==> config.mk <==
export PLATFORM = sky130hd
export DESIGN_NAME = store_monitor
export DESIGN_NICKNAME = d
export VERILOG_FILES = /design/src/rtl/mips_pkg.sv /design/src/rtl/sync_fifo.sv /design/src/rtl/store_monitor.sv
export SDC_FILE = /design/constraint.sdc
export NUM_CORES = 1
export LEC_CHECK = 0
export ABC_AREA = 0
export CAP_MARGIN = 25
export CORE_ASPECT_RATIO = 1.2
export CORE_UTILIZATION = 33
export DETAILED_ROUTE_END_ITERATION = 12
export PLACE_DENSITY_LB_ADDON = 0.25
export SLEW_MARGIN = 20
export SYNTH_ARGS = -nofsm -noshare
export SYNTH_HDL_FRONTEND = slang
export SYNTH_SLANG_ARGS = --single-unit
==> constraint.sdc <==
create_clock -name clk -period 14.86 [get_ports clk]
set_input_delay 1.486 -clock clk [delete_from_list [all_inputs] [get_ports clk]]
set_output_delay 1.486 -clock clk [all_outputs]
set_load 0.02 [all_outputs]
==> src/rtl/mips_pkg.sv <==
// Shared definitions for the store-bus monitor.
// State encoding, fail codes and default address/data values.
package mips_pkg;

  typedef enum logic [1:0] {
    ST_RUN  = 2'd0,
    ST_PASS = 2'd1,
    ST_FAIL = 2'd2
  } mon_state_e;

  localparam logic [1:0] FAIL_NONE    = 2'b00;
  localparam logic [1:0] FAIL_STORE   = 2'b01;
  localparam logic [1:0] FAIL_TIMEOUT = 2'b10;

  localparam logic [31:0] DEF_PASS_ADDR    = 32'd84;
  localparam logic [31:0] DEF_PASS_DATA    = 32'd7;
  localparam logic [31:0] DEF_ALLOWED_ADDR = 32'd80;

endpackage

==> src/rtl/sync_fifo.sv <==
// Synchronous FIFO, first-word fall-through, wrap-bit pointers.
// A push on a full FIFO is accepted only if a pop frees the slot.
module sync_fifo #(
  parameter int WIDTH = 64,
  parameter int DEPTH = 8
) (
  input  logic             clk,
  input  logic             rst_n,
  input  logic             push_i,
  input  logic [WIDTH-1:0] din_i,
  input  logic             pop_i,
  output logic             empty_o,
  output logic             drop_o,
  output logic [WIDTH-1:0] dout_o
);

  localparam int AW = $clog2(DEPTH);

  logic [WIDTH-1:0] mem_q [DEPTH];
  logic [AW:0]      wr_q, wr_d;
  logic [AW:0]      rd_q, rd_d;
  logic             full;
  logic             push_ok;
  logic             pop_ok;

  assign empty_o = (wr_q == rd_q);
  assign full    = (wr_q[AW] != rd_q[AW]) &&
                   (wr_q[AW-1:0] == rd_q[AW-1:0]);
  assign pop_ok  = pop_i && !empty_o;
  assign push_ok = push_i && (!full || pop_ok);
  assign drop_o  = push_i && full && !pop_ok;
  assign dout_o  = mem_q[rd_q[AW-1:0]];

  always_comb begin
    wr_d = wr_q;
    rd_d = rd_q;
    if (push_ok) wr_d = wr_q + (AW+1)'(1);
    if (pop_ok)  rd_d = rd_q + (AW+1)'(1);
  end

  always_ff @(posedge clk) begin
    if (!rst_n) begin
      wr_q <= '0;
      rd_q <= '0;
    end else begin
      wr_q <= wr_d;
      rd_q <= rd_d;
    end
  end

  always_ff @(posedge clk) begin
    if (rst_n && push_ok) mem_q[wr_q[AW-1:0]] <= din_i;
  end

endmodule

==> src/rtl/store_monitor.sv <==
// Store-bus checker for the single-cycle MIPS core: classifies
// stores, enforces a run timeout and keeps a trace of stores.
module store_monitor
  import mips_pkg::*;
#(
  parameter logic [31:0] PASS_ADDR    = DEF_PASS_ADDR,
  parameter logic [31:0] PASS_DATA    = DEF_PASS_DATA,
  parameter logic [31:0] ALLOWED_ADDR = DEF_ALLOWED_ADDR,
  parameter int          TIMEOUT      = 1000,
  parameter int          TRACE_DEPTH  = 8
) (
  input  logic        clk,
  input  logic        reset,
  input  logic        memwrite,
  input  logic [31:0] dataadr,
  input  logic [31:0] writedata,
  output logic        done,
  output logic        pass,
  output logic [1:0]  fail_code,
  output logic [31:0] cycle_count,
  output logic [15:0] store_count,
  input  logic        trace_pop,
  output logic        trace_valid,
  output logic [31:0] trace_addr,
  output logic [31:0] trace_data,
  output logic        trace_overflow
);

  localparam logic [31:0] TO_LAST = 32'(TIMEOUT - 1);

  mon_state_e  state_q, state_d;
  logic [1:0]  fail_q, fail_d;
  logic [31:0] cyc_q, cyc_d;
  logic [15:0] st_q, st_d;
  logic        done_q, pass_q;
  logic        ovf_q;
  logic        push;
  logic        drop;
  logic        empty;
  logic [63:0] head;

  always_comb begin
    state_d = state_q;
    fail_d  = fail_q;
    cyc_d   = cyc_q;
    st_d    = st_q;
    push    = 1'b0;
    if (state_q == ST_RUN) begin
      if (memwrite) begin
        push  = 1'b1;
        cyc_d = cyc_q + 32'd1;
        if (st_q != 16'hFFFF) st_d = st_q + 16'd1;
        unique case (1'b1)
          (dataadr == PASS_ADDR) && (writedata == PASS_DATA):
            state_d = ST_PASS;
          (dataadr == ALLOWED_ADDR):
            state_d = ST_RUN;
          default: begin
            state_d = ST_FAIL;
            fail_d  = FAIL_STORE;
          end
        endcase
      end else if (cyc_q >= TO_LAST) begin
        // timeout cycle itself is not counted
        state_d = ST_FAIL;
        fail_d  = FAIL_TIMEOUT;
      end else begin
        cyc_d = cyc_q + 32'd1;
      end
    end
  end

  always_ff @(posedge clk) begin
    if (!reset) begin
      state_q <= ST_RUN;
      fail_q  <= FAIL_NONE;
      cyc_q   <= '0;
      st_q    <= '0;
      done_q  <= 1'b0;
      pass_q  <= 1'b0;
      ovf_q   <= 1'b0;
    end else begin
      state_q <= state_d;
      fail_q  <= fail_d;
      cyc_q   <= cyc_d;
      st_q    <= st_d;
      done_q  <= (state_d != ST_RUN);
      pass_q  <= (state_d == ST_PASS);
      ovf_q   <= ovf_q | drop;
    end
  end

  sync_fifo #(
    .WIDTH (64),
    .DEPTH (TRACE_DEPTH)
  ) u_trace (
    .clk     (clk),
    .rst_n   (reset),
    .push_i  (push),
    .din_i   ({dataadr, writedata}),
    .pop_i   (trace_pop),
    .empty_o (empty),
    .drop_o  (drop),
    .dout_o  (head)
  );

  assign done           = done_q;
  assign pass           = pass_q;
  assign fail_code      = fail_q;
  assign cycle_count    = cyc_q;
  assign store_count    = st_q;
  assign trace_overflow = ovf_q;
  assign trace_valid    = !empty;
  assign trace_addr     = head[63:32];
  assign trace_data     = head[31:0];

endmodule

==> results.toml <==
[finish]
diodes = 0
area_growth_pct = 21.9
fillers = 6134
nNetsFinal = 1424
final_layout_size_suffix_gt1_share_pct = 22.7
utilization_pct = 40.8
instances_no_fill = 2298

[logic_synthesis]
yosys.area.top_type = "edfxtp_1"
yosysSeqAreaShare_pct = 74.3
syn_nets = 1212
synthMuxAreaShare_pct = 16.4
synth_common_cells = "512 x edfxtp_1, 128 x mux4_2, 66 x dfxtp_1"
synthCells = 1140
syn_area_sq_mm = 0.0225
async_flop_share_pct = 0
synth_top_cell_area_share_pct = 68.5
synth_top_family_by_area = "multiplexers"
synthFlopType = "edfxtp_1"
synth.distinct_cells = 49
synth.most_common_cell = "edfxtp_1"
synth_simple_gate_area_share_pct = 4.94
synth_seq_cells = 578
synth_fa_ha_area_share_pct = 0.223
synth_area_leaders = "edfxtp_1 68%, mux4_2 13%, dfxtp_1 5.9%"
avgSynthCellArea_sq_um = 19.7
synth-xor-area-share_pct = 0.897
yosys_warnings = 0
synth_compound_area_share_pct = 2.09
synth-edff-count = 512

[power_and_ir_drop]
p_int_uw = 2870
switching_share_pct = 22.8
switchingPower_uw = 846
peakVddDrop_uv = 92.1
p_clk_share_pct = 38.7
pwr-share-comb_pct = 12.5
leakagePower_uw = 0.00826
p_seq_share_pct = 48.8
powerDensity_mw_per_mm2 = 136

[routing]
vias_per_cell = 4.99
drt-total-wl_microns = 51700
wire_per_inst_microns = 22.5
drc_errors = 0
drt_first_pass_iters = 5
vias = 11500
ant_nets = 0
first_iter_violations = 613

[clock_network]
cts_made_buffers = 59
ctsHoldBuffers = 0
path_clk_slew_ns = 0.06
clockBufferDepth = 3
cts_resized = 0
numClockSinks = 578
cts_tree = "yes"
cts-root-buf = "clkbuf_16"
htree_levels = 2
clock_latency_ns = 0.60
cts_setup_buffers = 0

[run]
cap_violations = 0

[sta]
worst_pin_slew_ns = 0.960
period_needed_ns = 5.32
setup_viol = 0
rsz0062_at_grt = "false"
setup_slack_ns = 9.54
fmax_mhz = 188
slew_headroom_pct = 36.0
setup_tns_ns = 0
fin_skew_ns = 0.0149
holdWs_ns = 0.475
fin_crit_sh_pct = 35.8
hold_viol = 0
slew_viol_final = 0

[grt]
grt_use_total_pct = 15.1
antenna_found_initial = 2
grt_max_degree = 63
grt_pass1_wl_microns = 77500
overflow = 0
grt_pass1_vias = 12200

[worst_hold_path]
min_path_type = "register to register"
holdCritStartpoint = "fail_code[1]"
hold_end = "fail_code[1]"
min_delay_path_depth = 2

[placed_design]
io_buffers = 185
place_ws_ns = 9.84
gp_congestion = 0.761
placed_cells = 2191
post-dp-hpwl_microns = 29200

[floorplanning]
die_w_microns = 240
core_sq_mm = 0.0671
initial_core_util_pct = 33.4
rows = 104
io_pins = 186
die-area_sq_mm = 0.0691
die_height_microns = 288

[critical_path]
arrival_ns = 3.83
endpoint_kind = "output pin"
crit_type = "register to output pin"
reg2regPathDepth = 6
critPathMaxFanout = 35
start_kind = "register"
r2r_end = "u_trace.mem_q[2][28]"
worstPathRequired_ns = 13.37
r2r_start = "u_trace.wr_q[0]"
regToRegSetupSlack_ns = 11.48

[outcome]
outcome = "finished clean"
## metrics by stage
stage               instance area (sq um)  power, uW
CTS                                 27300       3770
global route                        27400       3860
finish                              27400       3710
detailed placement                  25500       2320
global placement                    25400       2310
floorplan                           22500       2130
## placed cells by master (no fill, tap or decap), types with 5 or more instances in the layout
cell type,netlist,routed
edfxtp_1,512,512
clkdlybuf4s50_1,0,185
mux4_2,128,128
mux2_2,64,64
dfxtp_1,66,63
clkbuf_16,0,61
nor2_1,40,33
nand2_1,31,31
a21oi_1,26,26
nand4_1,24,24
nor4_1,23,23
buf_4,0,21
nand3_1,17,17
o31ai_1,16,16
or4_1,14,14
clkbuf_1,35,13
xor2_1,12,12
clkinv_1,0,12
xnor2_1,11,11
o21ai_0,11,11
or3_1,11,11
nand2b_1,9,9
mux2i_1,8,8
nor2_4,0,6
nor3_1,7,5
and2_1,5,5
clkinv_2,0,5
clkinvlp_4,0,5
## cell type report
type                    instances  area [sq um]  share of cell area [%]
inverters                       4          15.0                  0.0549
multi-input cells             501          5590                    20.4
clock buffers                  78          1630                    5.96
repair buffers                208          2060                    7.52
well taps                     901          1130                    4.12
clock inverters                28           241                   0.882
flip-flops and latches        578         16700                    61.1
## power groups by stage
stage               logic (uW)  clock network, uW  registers, uW
global route               498               1540           1820
floorplan                  303                  0           1830
CTS                        474               1480           1810
finish                     465               1440           1810
detailed placement         472                  0           1850
global placement           467                  0           1850
## worst max-delay path, cell delays in order (launching register included)
cell and delay [ns]:
dfxtp_4 0.85, buf_4 0.62, buf_12 0.30, mux4_2 0.55, mux2_2 0.28, clkdlybuf4s50_1 0.57
## routing by layer
layer	share of wire (%)	track usage (%)
met4	2.1	4.14
met2	51	26.1
met1	41	18.8
met3	5.4	3.62
met5	0.052	0
## cells by family after synthesis
logic type	Yosys count
flip-flops	578
buffers and inverters	61
AND/OR/NAND/NOR	202
AO/OA/AOI/OAI	72
multiplexers	200
XOR/XNOR	23
adder cells (fa/ha/maj)	4
## flip-flops by register name, summed over array words and instances, names as in the netlist, named ones only
name / cells
cycle_count: 32
done: 1
fail_code: 2
pass: 1
state_q: 2
store_count: 16
trace_overflow: 1
u_trace.mem_q: 512
u_trace.rd_q: 4
u_trace.wr_q: 4
## worst max-delay path by stage
| stage | start | end | slack (ns) | cells after the start |
|---|---|---|---|---|
| 2_1_floorplan | trace_pop | u_trace.mem_q[4][0] | 8.00 | 3 |
| 3_3_place_gp | reset | u_trace.mem_q[1][28] | 9.84 | 4 |
| 3_5_place_dp | reset | u_trace.mem_q[2][26] | 9.84 | 4 |
| 4_1_cts | register | trace_addr[18] | 9.31 | 4 |
| 5_1_grt | register | trace_data[12] | 9.21 | 5 |
| 6_report | register | trace_data[8] | 9.54 | 5 |
Power figures use the tool's default switching activity.
